$ cat config.mk
export PLATFORM = sky130hd
export DESIGN_NAME = id_stage_flat
export DESIGN_NICKNAME = d
export VERILOG_FILES = /design/src/rtl/core_pkg.sv /design/src/rtl/id_stage_if.sv /design/src/rtl/id_stage_imm_gen.sv /design/src/rtl/id_stage.sv /design/src/flat_wrapper.sv
export SDC_FILE = /design/constraint.sdc
export NUM_CORES = 1
export LEC_CHECK = 0
export BUFFER_PORTS_ARGS = -buffer_cell sky130_fd_sc_hd__buf_2
export CORE_ASPECT_RATIO = 1.4
export CORE_MARGIN = 8
export CORE_UTILIZATION = 51
export DETAILED_ROUTE_END_ITERATION = 7
export PLACE_DENSITY = 0.9
export SLEW_MARGIN = 20
export SYNTH_ARGS = -nofsm -noshare
export SYNTH_HDL_FRONTEND = slang
export SYNTH_SLANG_ARGS = --single-unit
$ cat constraint.sdc
create_clock -name clk_i -period 5.3 [get_ports clk_i]
set_input_delay 0.53 -clock clk_i [delete_from_list [all_inputs] [get_ports clk_i]]
set_output_delay 0.53 -clock clk_i [all_outputs]
set_load 0.02 [all_outputs]
$ cat src/rtl/core_pkg.sv
// Shared RV32I decode types: op classes, immediate formats, opcodes and the ID/EX payload.
package core_pkg;

    localparam int unsigned XLEN = 32;

    typedef enum logic [3:0] {
        OP_NOP     = 4'd0,
        OP_LUI     = 4'd1,
        OP_AUIPC   = 4'd2,
        OP_JAL     = 4'd3,
        OP_JALR    = 4'd4,
        OP_BRANCH  = 4'd5,
        OP_LOAD    = 4'd6,
        OP_STORE   = 4'd7,
        OP_OPIMM   = 4'd8,
        OP_OP      = 4'd9,
        OP_FENCE   = 4'd10,
        OP_SYSTEM  = 4'd11,
        OP_ILLEGAL = 4'd12
    } op_e;

    typedef enum logic [2:0] {
        IMM_NONE = 3'd0,
        IMM_I    = 3'd1,
        IMM_S    = 3'd2,
        IMM_B    = 3'd3,
        IMM_U    = 3'd4,
        IMM_J    = 3'd5
    } imm_sel_e;

    localparam logic [6:0] OPC_LUI    = 7'b0110111;
    localparam logic [6:0] OPC_AUIPC  = 7'b0010111;
    localparam logic [6:0] OPC_JAL    = 7'b1101111;
    localparam logic [6:0] OPC_JALR   = 7'b1100111;
    localparam logic [6:0] OPC_BRANCH = 7'b1100011;
    localparam logic [6:0] OPC_LOAD   = 7'b0000011;
    localparam logic [6:0] OPC_STORE  = 7'b0100011;
    localparam logic [6:0] OPC_OPIMM  = 7'b0010011;
    localparam logic [6:0] OPC_OP     = 7'b0110011;
    localparam logic [6:0] OPC_FENCE  = 7'b0001111;
    localparam logic [6:0] OPC_SYSTEM = 7'b1110011;

    typedef struct packed {
        logic [XLEN-1:0] pc;
        logic [4:0]      rs1;
        logic [4:0]      rs2;
        logic [XLEN-1:0] rs1_data;
        logic [XLEN-1:0] rs2_data;
        logic [XLEN-1:0] imm;
        logic [4:0]      rd;
        logic            rd_we;
        op_e             op;
        logic [2:0]      funct3;
        logic            funct7b5;
        logic            illegal;
    } idex_t;

endpackage

$ cat src/rtl/id_stage_if.sv
// Signal bundle around the decode stage: fetch, regfile read ports, writeback, flush and ID/EX.
interface id_stage_if
    import core_pkg::*;
#(
    parameter int unsigned XLEN = 32
) ();

    logic            if_valid_i;
    logic            if_ready_o;
    logic [XLEN-1:0] if_pc_i;
    logic [31:0]     if_instr_i;
    logic            rf_rw1_o;
    logic [4:0]      rf_addr1_o;
    logic [XLEN-1:0] rf_data1_i;
    logic            rf_rw2_o;
    logic [4:0]      rf_addr2_o;
    logic [XLEN-1:0] rf_data2_i;
    logic            wb_we_i;
    logic [4:0]      wb_rd_i;
    logic [XLEN-1:0] wb_data_i;
    logic            flush_i;
    logic            ex_valid_o;
    logic            ex_ready_i;
    logic [XLEN-1:0] ex_pc_o;
    logic [4:0]      ex_rs1_o;
    logic [4:0]      ex_rs2_o;
    logic [XLEN-1:0] ex_rs1_data_o;
    logic [XLEN-1:0] ex_rs2_data_o;
    logic [XLEN-1:0] ex_imm_o;
    logic [4:0]      ex_rd_o;
    logic            ex_rd_we_o;
    op_e             ex_op_o;
    logic [2:0]      ex_funct3_o;
    logic            ex_funct7b5_o;
    logic            ex_illegal_o;

    modport slave (
        input  if_valid_i, if_pc_i, if_instr_i, rf_data1_i, rf_data2_i,
               wb_we_i, wb_rd_i, wb_data_i, flush_i, ex_ready_i,
        output if_ready_o, rf_rw1_o, rf_addr1_o, rf_rw2_o, rf_addr2_o,
               ex_valid_o, ex_pc_o, ex_rs1_o, ex_rs2_o, ex_rs1_data_o, ex_rs2_data_o,
               ex_imm_o, ex_rd_o, ex_rd_we_o, ex_op_o, ex_funct3_o, ex_funct7b5_o, ex_illegal_o
    );

    modport master (
        output if_valid_i, if_pc_i, if_instr_i, rf_data1_i, rf_data2_i,
               wb_we_i, wb_rd_i, wb_data_i, flush_i, ex_ready_i,
        input  if_ready_o, rf_rw1_o, rf_addr1_o, rf_rw2_o, rf_addr2_o,
               ex_valid_o, ex_pc_o, ex_rs1_o, ex_rs2_o, ex_rs1_data_o, ex_rs2_data_o,
               ex_imm_o, ex_rd_o, ex_rd_we_o, ex_op_o, ex_funct3_o, ex_funct7b5_o, ex_illegal_o
    );

endinterface

$ cat src/rtl/id_stage_imm_gen.sv
// Combinational RV32I immediate builder; opcode bits are not needed, so only instr[31:7] enters.
module imm_gen
    import core_pkg::*;
(
    input  logic [31:7] instr_i,
    input  imm_sel_e    sel_i,
    output logic [31:0] imm_o
);

    always_comb begin
        imm_o = '0;
        unique case (sel_i)
            IMM_I:   imm_o = {{20{instr_i[31]}}, instr_i[31:20]};
            IMM_S:   imm_o = {{20{instr_i[31]}}, instr_i[31:25], instr_i[11:7]};
            IMM_B:   imm_o = {{19{instr_i[31]}}, instr_i[31], instr_i[7], instr_i[30:25],
                              instr_i[11:8], 1'b0};
            IMM_U:   imm_o = {instr_i[31:12], 12'b0};
            IMM_J:   imm_o = {{11{instr_i[31]}}, instr_i[31], instr_i[19:12], instr_i[20],
                              instr_i[30:21], 1'b0};
            default: imm_o = '0;
        endcase
    end

endmodule

$ cat src/rtl/id_stage.sv
// RV32I decode/operand-read stage: decoder, x0/writeback bypass and the ID/EX register.
module id_stage
    import core_pkg::*;
#(
    parameter int unsigned XLEN      = 32,
    parameter bit          BYPASS_EN = 1'b1
) (
    input logic clk_i,
    input logic rst_i,
    id_stage_if.slave bus
);

    logic [31:0]     instr;
    logic [4:0]      rs1, rs2, rd;
    logic [XLEN-1:0] op1, op2, imm;
    op_e             op;
    imm_sel_e        imm_sel;
    logic            writes_rd;
    logic            accept, hold;
    logic            ex_valid_d, ex_valid_q;
    idex_t           pay_d, pay_q;

    assign instr = bus.if_instr_i;
    assign rs1   = instr[19:15];
    assign rs2   = instr[24:20];
    assign rd    = instr[11:7];

    assign bus.rf_rw1_o   = 1'b0;
    assign bus.rf_rw2_o   = 1'b0;
    assign bus.rf_addr1_o = rs1;
    assign bus.rf_addr2_o = rs2;

    always_comb begin
        op        = OP_ILLEGAL;
        imm_sel   = IMM_NONE;
        writes_rd = 1'b0;
        unique case (instr[6:0])
            OPC_LUI:    begin op = OP_LUI;    imm_sel = IMM_U; writes_rd = 1'b1; end
            OPC_AUIPC:  begin op = OP_AUIPC;  imm_sel = IMM_U; writes_rd = 1'b1; end
            OPC_JAL:    begin op = OP_JAL;    imm_sel = IMM_J; writes_rd = 1'b1; end
            OPC_JALR:   begin op = OP_JALR;   imm_sel = IMM_I; writes_rd = 1'b1; end
            OPC_BRANCH: begin op = OP_BRANCH; imm_sel = IMM_B; end
            OPC_LOAD:   begin op = OP_LOAD;   imm_sel = IMM_I; writes_rd = 1'b1; end
            OPC_STORE:  begin op = OP_STORE;  imm_sel = IMM_S; end
            OPC_OPIMM:  begin op = OP_OPIMM;  imm_sel = IMM_I; writes_rd = 1'b1; end
            OPC_OP:     begin op = OP_OP;     writes_rd = 1'b1; end
            OPC_FENCE:  begin op = OP_FENCE; end
            OPC_SYSTEM: begin op = OP_SYSTEM; imm_sel = IMM_I; end
            default:    begin op = OP_ILLEGAL; end
        endcase
    end

    imm_gen u_imm_gen (
        .instr_i (instr[31:7]),
        .sel_i   (imm_sel),
        .imm_o   (imm)
    );

    // x0 beats forwarding, forwarding beats the regfile read
    always_comb begin
        op1 = bus.rf_data1_i;
        op2 = bus.rf_data2_i;
        if (rs1 == 5'd0) begin
            op1 = '0;
        end else if (BYPASS_EN && bus.wb_we_i && bus.wb_rd_i == rs1) begin
            op1 = bus.wb_data_i;
        end
        if (rs2 == 5'd0) begin
            op2 = '0;
        end else if (BYPASS_EN && bus.wb_we_i && bus.wb_rd_i == rs2) begin
            op2 = bus.wb_data_i;
        end
    end

    assign bus.if_ready_o = ~ex_valid_q | bus.ex_ready_i | bus.flush_i;
    assign accept         = bus.if_valid_i & bus.if_ready_o;
    assign hold           = ex_valid_q & ~bus.ex_ready_i & ~bus.flush_i;

    always_comb begin
        ex_valid_d = ex_valid_q;
        pay_d      = pay_q;
        if (bus.flush_i) begin
            ex_valid_d = 1'b0;
        end else if (accept) begin
            ex_valid_d = 1'b1;
        end else if (bus.ex_ready_i) begin
            ex_valid_d = 1'b0;
        end

        if (accept && !bus.flush_i) begin
            pay_d.pc       = bus.if_pc_i;
            pay_d.rs1      = rs1;
            pay_d.rs2      = rs2;
            pay_d.rs1_data = op1;
            pay_d.rs2_data = op2;
            pay_d.imm      = imm;
            pay_d.rd       = rd;
            pay_d.rd_we    = writes_rd & (rd != 5'd0);
            pay_d.op       = op;
            pay_d.funct3   = instr[14:12];
            pay_d.funct7b5 = instr[30];
            pay_d.illegal  = (op == OP_ILLEGAL);
        end else if (hold && BYPASS_EN && bus.wb_we_i && bus.wb_rd_i != 5'd0) begin
            // a stalled instruction must still see writebacks that land while it waits
            if (bus.wb_rd_i == pay_q.rs1) pay_d.rs1_data = bus.wb_data_i;
            if (bus.wb_rd_i == pay_q.rs2) pay_d.rs2_data = bus.wb_data_i;
        end
    end

    always_ff @(posedge clk_i) begin
        if (rst_i) begin
            ex_valid_q <= 1'b0;
            pay_q      <= '0;
            pay_q.op   <= OP_NOP;
        end else begin
            ex_valid_q <= ex_valid_d;
            pay_q      <= pay_d;
        end
    end

    assign bus.ex_valid_o    = ex_valid_q;
    assign bus.ex_pc_o       = pay_q.pc;
    assign bus.ex_rs1_o      = pay_q.rs1;
    assign bus.ex_rs2_o      = pay_q.rs2;
    assign bus.ex_rs1_data_o = pay_q.rs1_data;
    assign bus.ex_rs2_data_o = pay_q.rs2_data;
    assign bus.ex_imm_o      = pay_q.imm;
    assign bus.ex_rd_o       = pay_q.rd;
    assign bus.ex_rd_we_o    = pay_q.rd_we;
    assign bus.ex_op_o       = pay_q.op;
    assign bus.ex_funct3_o   = pay_q.funct3;
    assign bus.ex_funct7b5_o = pay_q.funct7b5;
    assign bus.ex_illegal_o  = pay_q.illegal;

endmodule

$ cat src/flat_wrapper.sv
// flat-port wrapper written by rule: the top's interface ports become plain ports
module id_stage_flat import core_pkg::*;
#(
    parameter int unsigned XLEN      = 32,
    parameter bit          BYPASS_EN = 1'b1
)
  (clk_i, rst_i, bus_if_valid_i, bus_if_pc_i, bus_if_instr_i, bus_rf_data1_i, bus_rf_data2_i, bus_wb_we_i, bus_wb_rd_i, bus_wb_data_i, bus_flush_i, bus_ex_ready_i, bus_if_ready_o, bus_rf_rw1_o, bus_rf_addr1_o, bus_rf_rw2_o, bus_rf_addr2_o, bus_ex_valid_o, bus_ex_pc_o, bus_ex_rs1_o, bus_ex_rs2_o, bus_ex_rs1_data_o, bus_ex_rs2_data_o, bus_ex_imm_o, bus_ex_rd_o, bus_ex_rd_we_o, bus_ex_op_o, bus_ex_funct3_o, bus_ex_funct7b5_o, bus_ex_illegal_o);
  id_stage_if #(.XLEN(XLEN)) bus_i ();
  input logic clk_i;
  input logic rst_i;
  input wire logic [$bits(bus_i.if_valid_i)-1:0] bus_if_valid_i;
  input wire logic [$bits(bus_i.if_pc_i)-1:0] bus_if_pc_i;
  input wire logic [$bits(bus_i.if_instr_i)-1:0] bus_if_instr_i;
  input wire logic [$bits(bus_i.rf_data1_i)-1:0] bus_rf_data1_i;
  input wire logic [$bits(bus_i.rf_data2_i)-1:0] bus_rf_data2_i;
  input wire logic [$bits(bus_i.wb_we_i)-1:0] bus_wb_we_i;
  input wire logic [$bits(bus_i.wb_rd_i)-1:0] bus_wb_rd_i;
  input wire logic [$bits(bus_i.wb_data_i)-1:0] bus_wb_data_i;
  input wire logic [$bits(bus_i.flush_i)-1:0] bus_flush_i;
  input wire logic [$bits(bus_i.ex_ready_i)-1:0] bus_ex_ready_i;
  output wire logic [$bits(bus_i.if_ready_o)-1:0] bus_if_ready_o;
  output wire logic [$bits(bus_i.rf_rw1_o)-1:0] bus_rf_rw1_o;
  output wire logic [$bits(bus_i.rf_addr1_o)-1:0] bus_rf_addr1_o;
  output wire logic [$bits(bus_i.rf_rw2_o)-1:0] bus_rf_rw2_o;
  output wire logic [$bits(bus_i.rf_addr2_o)-1:0] bus_rf_addr2_o;
  output wire logic [$bits(bus_i.ex_valid_o)-1:0] bus_ex_valid_o;
  output wire logic [$bits(bus_i.ex_pc_o)-1:0] bus_ex_pc_o;
  output wire logic [$bits(bus_i.ex_rs1_o)-1:0] bus_ex_rs1_o;
  output wire logic [$bits(bus_i.ex_rs2_o)-1:0] bus_ex_rs2_o;
  output wire logic [$bits(bus_i.ex_rs1_data_o)-1:0] bus_ex_rs1_data_o;
  output wire logic [$bits(bus_i.ex_rs2_data_o)-1:0] bus_ex_rs2_data_o;
  output wire logic [$bits(bus_i.ex_imm_o)-1:0] bus_ex_imm_o;
  output wire logic [$bits(bus_i.ex_rd_o)-1:0] bus_ex_rd_o;
  output wire logic [$bits(bus_i.ex_rd_we_o)-1:0] bus_ex_rd_we_o;
  output wire logic [$bits(bus_i.ex_op_o)-1:0] bus_ex_op_o;
  output wire logic [$bits(bus_i.ex_funct3_o)-1:0] bus_ex_funct3_o;
  output wire logic [$bits(bus_i.ex_funct7b5_o)-1:0] bus_ex_funct7b5_o;
  output wire logic [$bits(bus_i.ex_illegal_o)-1:0] bus_ex_illegal_o;
  assign bus_i.if_valid_i = bus_if_valid_i;
  assign bus_i.if_pc_i = bus_if_pc_i;
  assign bus_i.if_instr_i = bus_if_instr_i;
  assign bus_i.rf_data1_i = bus_rf_data1_i;
  assign bus_i.rf_data2_i = bus_rf_data2_i;
  assign bus_i.wb_we_i = bus_wb_we_i;
  assign bus_i.wb_rd_i = bus_wb_rd_i;
  assign bus_i.wb_data_i = bus_wb_data_i;
  assign bus_i.flush_i = bus_flush_i;
  assign bus_i.ex_ready_i = bus_ex_ready_i;
  assign bus_if_ready_o = bus_i.if_ready_o;
  assign bus_rf_rw1_o = bus_i.rf_rw1_o;
  assign bus_rf_addr1_o = bus_i.rf_addr1_o;
  assign bus_rf_rw2_o = bus_i.rf_rw2_o;
  assign bus_rf_addr2_o = bus_i.rf_addr2_o;
  assign bus_ex_valid_o = bus_i.ex_valid_o;
  assign bus_ex_pc_o = bus_i.ex_pc_o;
  assign bus_ex_rs1_o = bus_i.ex_rs1_o;
  assign bus_ex_rs2_o = bus_i.ex_rs2_o;
  assign bus_ex_rs1_data_o = bus_i.ex_rs1_data_o;
  assign bus_ex_rs2_data_o = bus_i.ex_rs2_data_o;
  assign bus_ex_imm_o = bus_i.ex_imm_o;
  assign bus_ex_rd_o = bus_i.ex_rd_o;
  assign bus_ex_rd_we_o = bus_i.ex_rd_we_o;
  assign bus_ex_op_o = bus_i.ex_op_o;
  assign bus_ex_funct3_o = bus_i.ex_funct3_o;
  assign bus_ex_funct7b5_o = bus_i.ex_funct7b5_o;
  assign bus_ex_illegal_o = bus_i.ex_illegal_o;
  id_stage #(.XLEN(XLEN), .BYPASS_EN(BYPASS_EN)) u_core (.clk_i(clk_i), .rst_i(rst_i), .bus(bus_i));
endmodule
==> impl_metrics.env <==
export IMPL_synth_seq_cells=154
export IMPL_required_ns=5.62
export IMPL_period_needed_ns=2.49
export IMPL_grt_antenna_before_repair=1
export IMPL_powerDensity_nw_per_um2=311
export IMPL_worstPathMaxFanout=56
export IMPL_drive_gt1_share_pct=42.3
export IMPL_drt_total_wl_mm=24.5
export IMPL_slew_headroom_pct=39.4
export IMPL_comb_power_share_pct=16.9
export IMPL_ys_flop_type="dfxtp_1"
export IMPL_area_growth_pct=29.7
export IMPL_rows=51
export IMPL_cts_resized_gates=0
export IMPL_viasPerCell=5.65
export IMPL_overflow=0
export IMPL_grt_setup_unrepaired="no"
export IMPL_ys_async_sr_fraction_pct=0
export IMPL_coreArea_um2=13900
export IMPL_drt_iter0_drc=578
export IMPL_slew_violations=0
export IMPL_nets=1243
export IMPL_crit_buf_inv=3
export IMPL_vdd_drop_max_mv=0.223
export IMPL_hpwlAfterDp_mm=18.0
export IMPL_cts_tree="yes"
export IMPL_synth_warnings=0
export IMPL_worstMarginPinSlew_ns=0.910
export IMPL_max_freq_mhz=402
export IMPL_drc_errors=0
export IMPL_min_path_type="in2reg"
export IMPL_holdBufCountCts=0
export IMPL_path_cells="buf_2, nor2b_1, and2_2, buf_4, o211a_1, buf_4, a221oi_1, nor3_1"
export IMPL_htree_levels=4
export IMPL_hold_viol=0
export IMPL_grt_pass1_vias=7139
export IMPL_slowest_stage="buf_4"
export IMPL_routabilityCongestion=0.890
export IMPL_vias=7180
export IMPL_grt_max_degree=82
export IMPL_worstSetupPathType="in2reg"
export IMPL_ioPinCount=338
export IMPL_syn_area_um2=7240
export IMPL_setup_viol=0
export IMPL_clk_pin_slew_ns=0.07
export IMPL_intPower_mw=2.02
export IMPL_grt_pass1_wl_mm=37.3
export IMPL_die_width_um=117
export IMPL_cpMostUsedCell="buf_4"
export IMPL_io_buffers=335
export IMPL_synth_edf_count=0
export IMPL_fin_ws_ns=2.81
export IMPL_start_kind="input port"
export IMPL_yosysUniqueCellTypes=54
export IMPL_power_leakage_nw=4.26
export IMPL_numClockSinks=154
export IMPL_cts_root_buffer="clkbuf_16"
export IMPL_maxCapViolCount=0
export IMPL_grtUsageTotal_pct=25.8
export IMPL_critPathTopFamily="buffers and inverters"
export IMPL_die_area_um2=18300
export IMPL_synth_yosys_seq_area_share_pct=42.6
export IMPL_arrival_ns=2.81
export IMPL_crit_path_end_kind="flip-flop"
export IMPL_status="completed"
export IMPL_hold_slack_ns=0.349
export IMPL_tns_ns=0
export IMPL_finalCritPeriodShare_pct=47.0
export IMPL_cts_buffer_depth=2
export IMPL_pwr_share_seq_pct=42.6
export IMPL_syn_inst=791
export IMPL_finClkSkew_ns=0.0108
export IMPL_power_share_switching_pct=30.8
export IMPL_die_h_um=157
export IMPL_numCtsBuffers=17
export IMPL_p_clk_share_pct=40.5
export IMPL_ant_nets=0
export IMPL_post_place_ws_ns=2.41
export IMPL_routedWlPerCell_um=19.2
export IMPL_cpPeakStageDelay_ns=0.56
export IMPL_cts_setup_buffers=0
export IMPL_start_util_pct=52.0
export IMPL_final_cell_mix="buf_2, dfxtp_1, nand2_1, a21oi_1, nor2b_1"
export IMPL_dr_pass1_iters=5
export IMPL_post_dp_cell_area_um2=8790
export IMPL_stdcell_area_um2=9390
export IMPL_clock_latency_ns=0.41
export IMPL_mostFrequentLayoutCell="buf_2"
export IMPL_syn_area_per_cell_um2=9.15
export IMPL_p_sw_mw=0.898
-- Yosys cell counts (all sizes together), types with 12 or more instances --
cell type | instances | area, µm²
a221oi | 64 | 823
o21ai | 19 | 95.1
nor3 | 72 | 500
nor2 | 12 | 45.0
buf | 51 | 319
a21oi | 71 | 355
dfxtp | 154 | 3080
nor2b | 69 | 432
a221o | 12 | 120
nand2 | 127 | 477
clkbuf | 33 | 128
xnor2 | 12 | 105
-- flip-flops by register name (all words and copies together), names as in the netlist --
register                  cells
u_core.bus.ex_imm_o          32
u_core.bus.ex_rd_o            5
u_core.bus.ex_valid_o         1
u_core.bus.ex_rs2_data_o     32
u_core.bus.ex_pc_o           32
u_core.bus.ex_illegal_o       1
u_core.bus.ex_rs1_o           5
u_core.bus.ex_funct7b5_o      1
u_core.bus.ex_rs1_data_o     32
u_core.bus.ex_funct3_o        3
u_core.bus.ex_op_o            4
u_core.bus.ex_rd_we_o         1
u_core.bus.ex_rs2_o           5
-- worst min-delay path, stage by stage --
cell and delay, ns:
buf_2 0.09, nand2_1 0.04, a21oi_1 0.05
-- final cells by class --
class | count | area, µm²
Antenna cell | 1 | 2.50
Clock buffer | 17 | 425
Tap cell | 185 | 231
Inverter | 6 | 22.5
Fill cell | 1133 | 4520
Timing Repair Buffer | 345 | 1750
Sequential cell | 154 | 3080
Clock inverter | 15 | 146
Multi-Input combinational cell | 548 | 3720
-- kinds of logic (layout without fill, tap and decap cells) --
group,count (synthesis),in the layout,share of synthesized area [%]
AOI/OAI and AO/OA,209,209,25.0
DFF,154,154,42.6
and+or+nand+nor,317,317,23.5
other,1,3,0.0518
buffers and inverters,90,383,6.48
xor gates and xnor gates,20,20,2.42
-- per-layer routing --
metal | up-vias | global-route usage [%] | wire, µm
met4 | 0 | 12.5 | 941
met3 | 62 | 7.63 | 2320
met1 | 3353 | 28.4 | 8760
li1 | 3385 | - | -
met2 | 380 | 44.0 | 12400
met5 | - | 0 | 0
-- per-stage QoR --
step	total power, mW	utilization, %	std cells
floorplan	1.57	-	792
global route	3.04	67.5	1271
global placement	1.75	63.2	1238
detailed placement	1.76	63.2	1238
CTS	2.94	67.3	1270
finish	2.92	67.5	1271
-- path summary, 6_finish.rpt --
path,start,endpoint,slack [ns],depth (start not counted)
max reg2reg,u_core.bus.ex_valid_o,u_core.bus.ex_rs1_data_o[31],2.85,7
min,bus_if_pc_i[19],u_core.bus.ex_pc_o[19],0.35,3
max,bus_flush_i,u_core.bus.ex_rs1_data_o[31],2.81,8
min reg2reg,u_core.bus.ex_pc_o[1],u_core.bus.ex_pc_o[1],0.45,2
-- power groups by stage --
stage / Sequential [mW] / Combinational [mW] / Clock (mW)
6_report: 1.24 / 0.493 / 1.18
5_1_grt: 1.25 / 0.532 / 1.26
4_1_cts: 1.24 / 0.492 / 1.20
3_5_place_dp: 1.27 / 0.490 / 0
3_3_place_gp: 1.27 / 0.481 / 0
2_1_floorplan: 1.33 / 0.239 / 0
(Power assumes the default switching activity.)
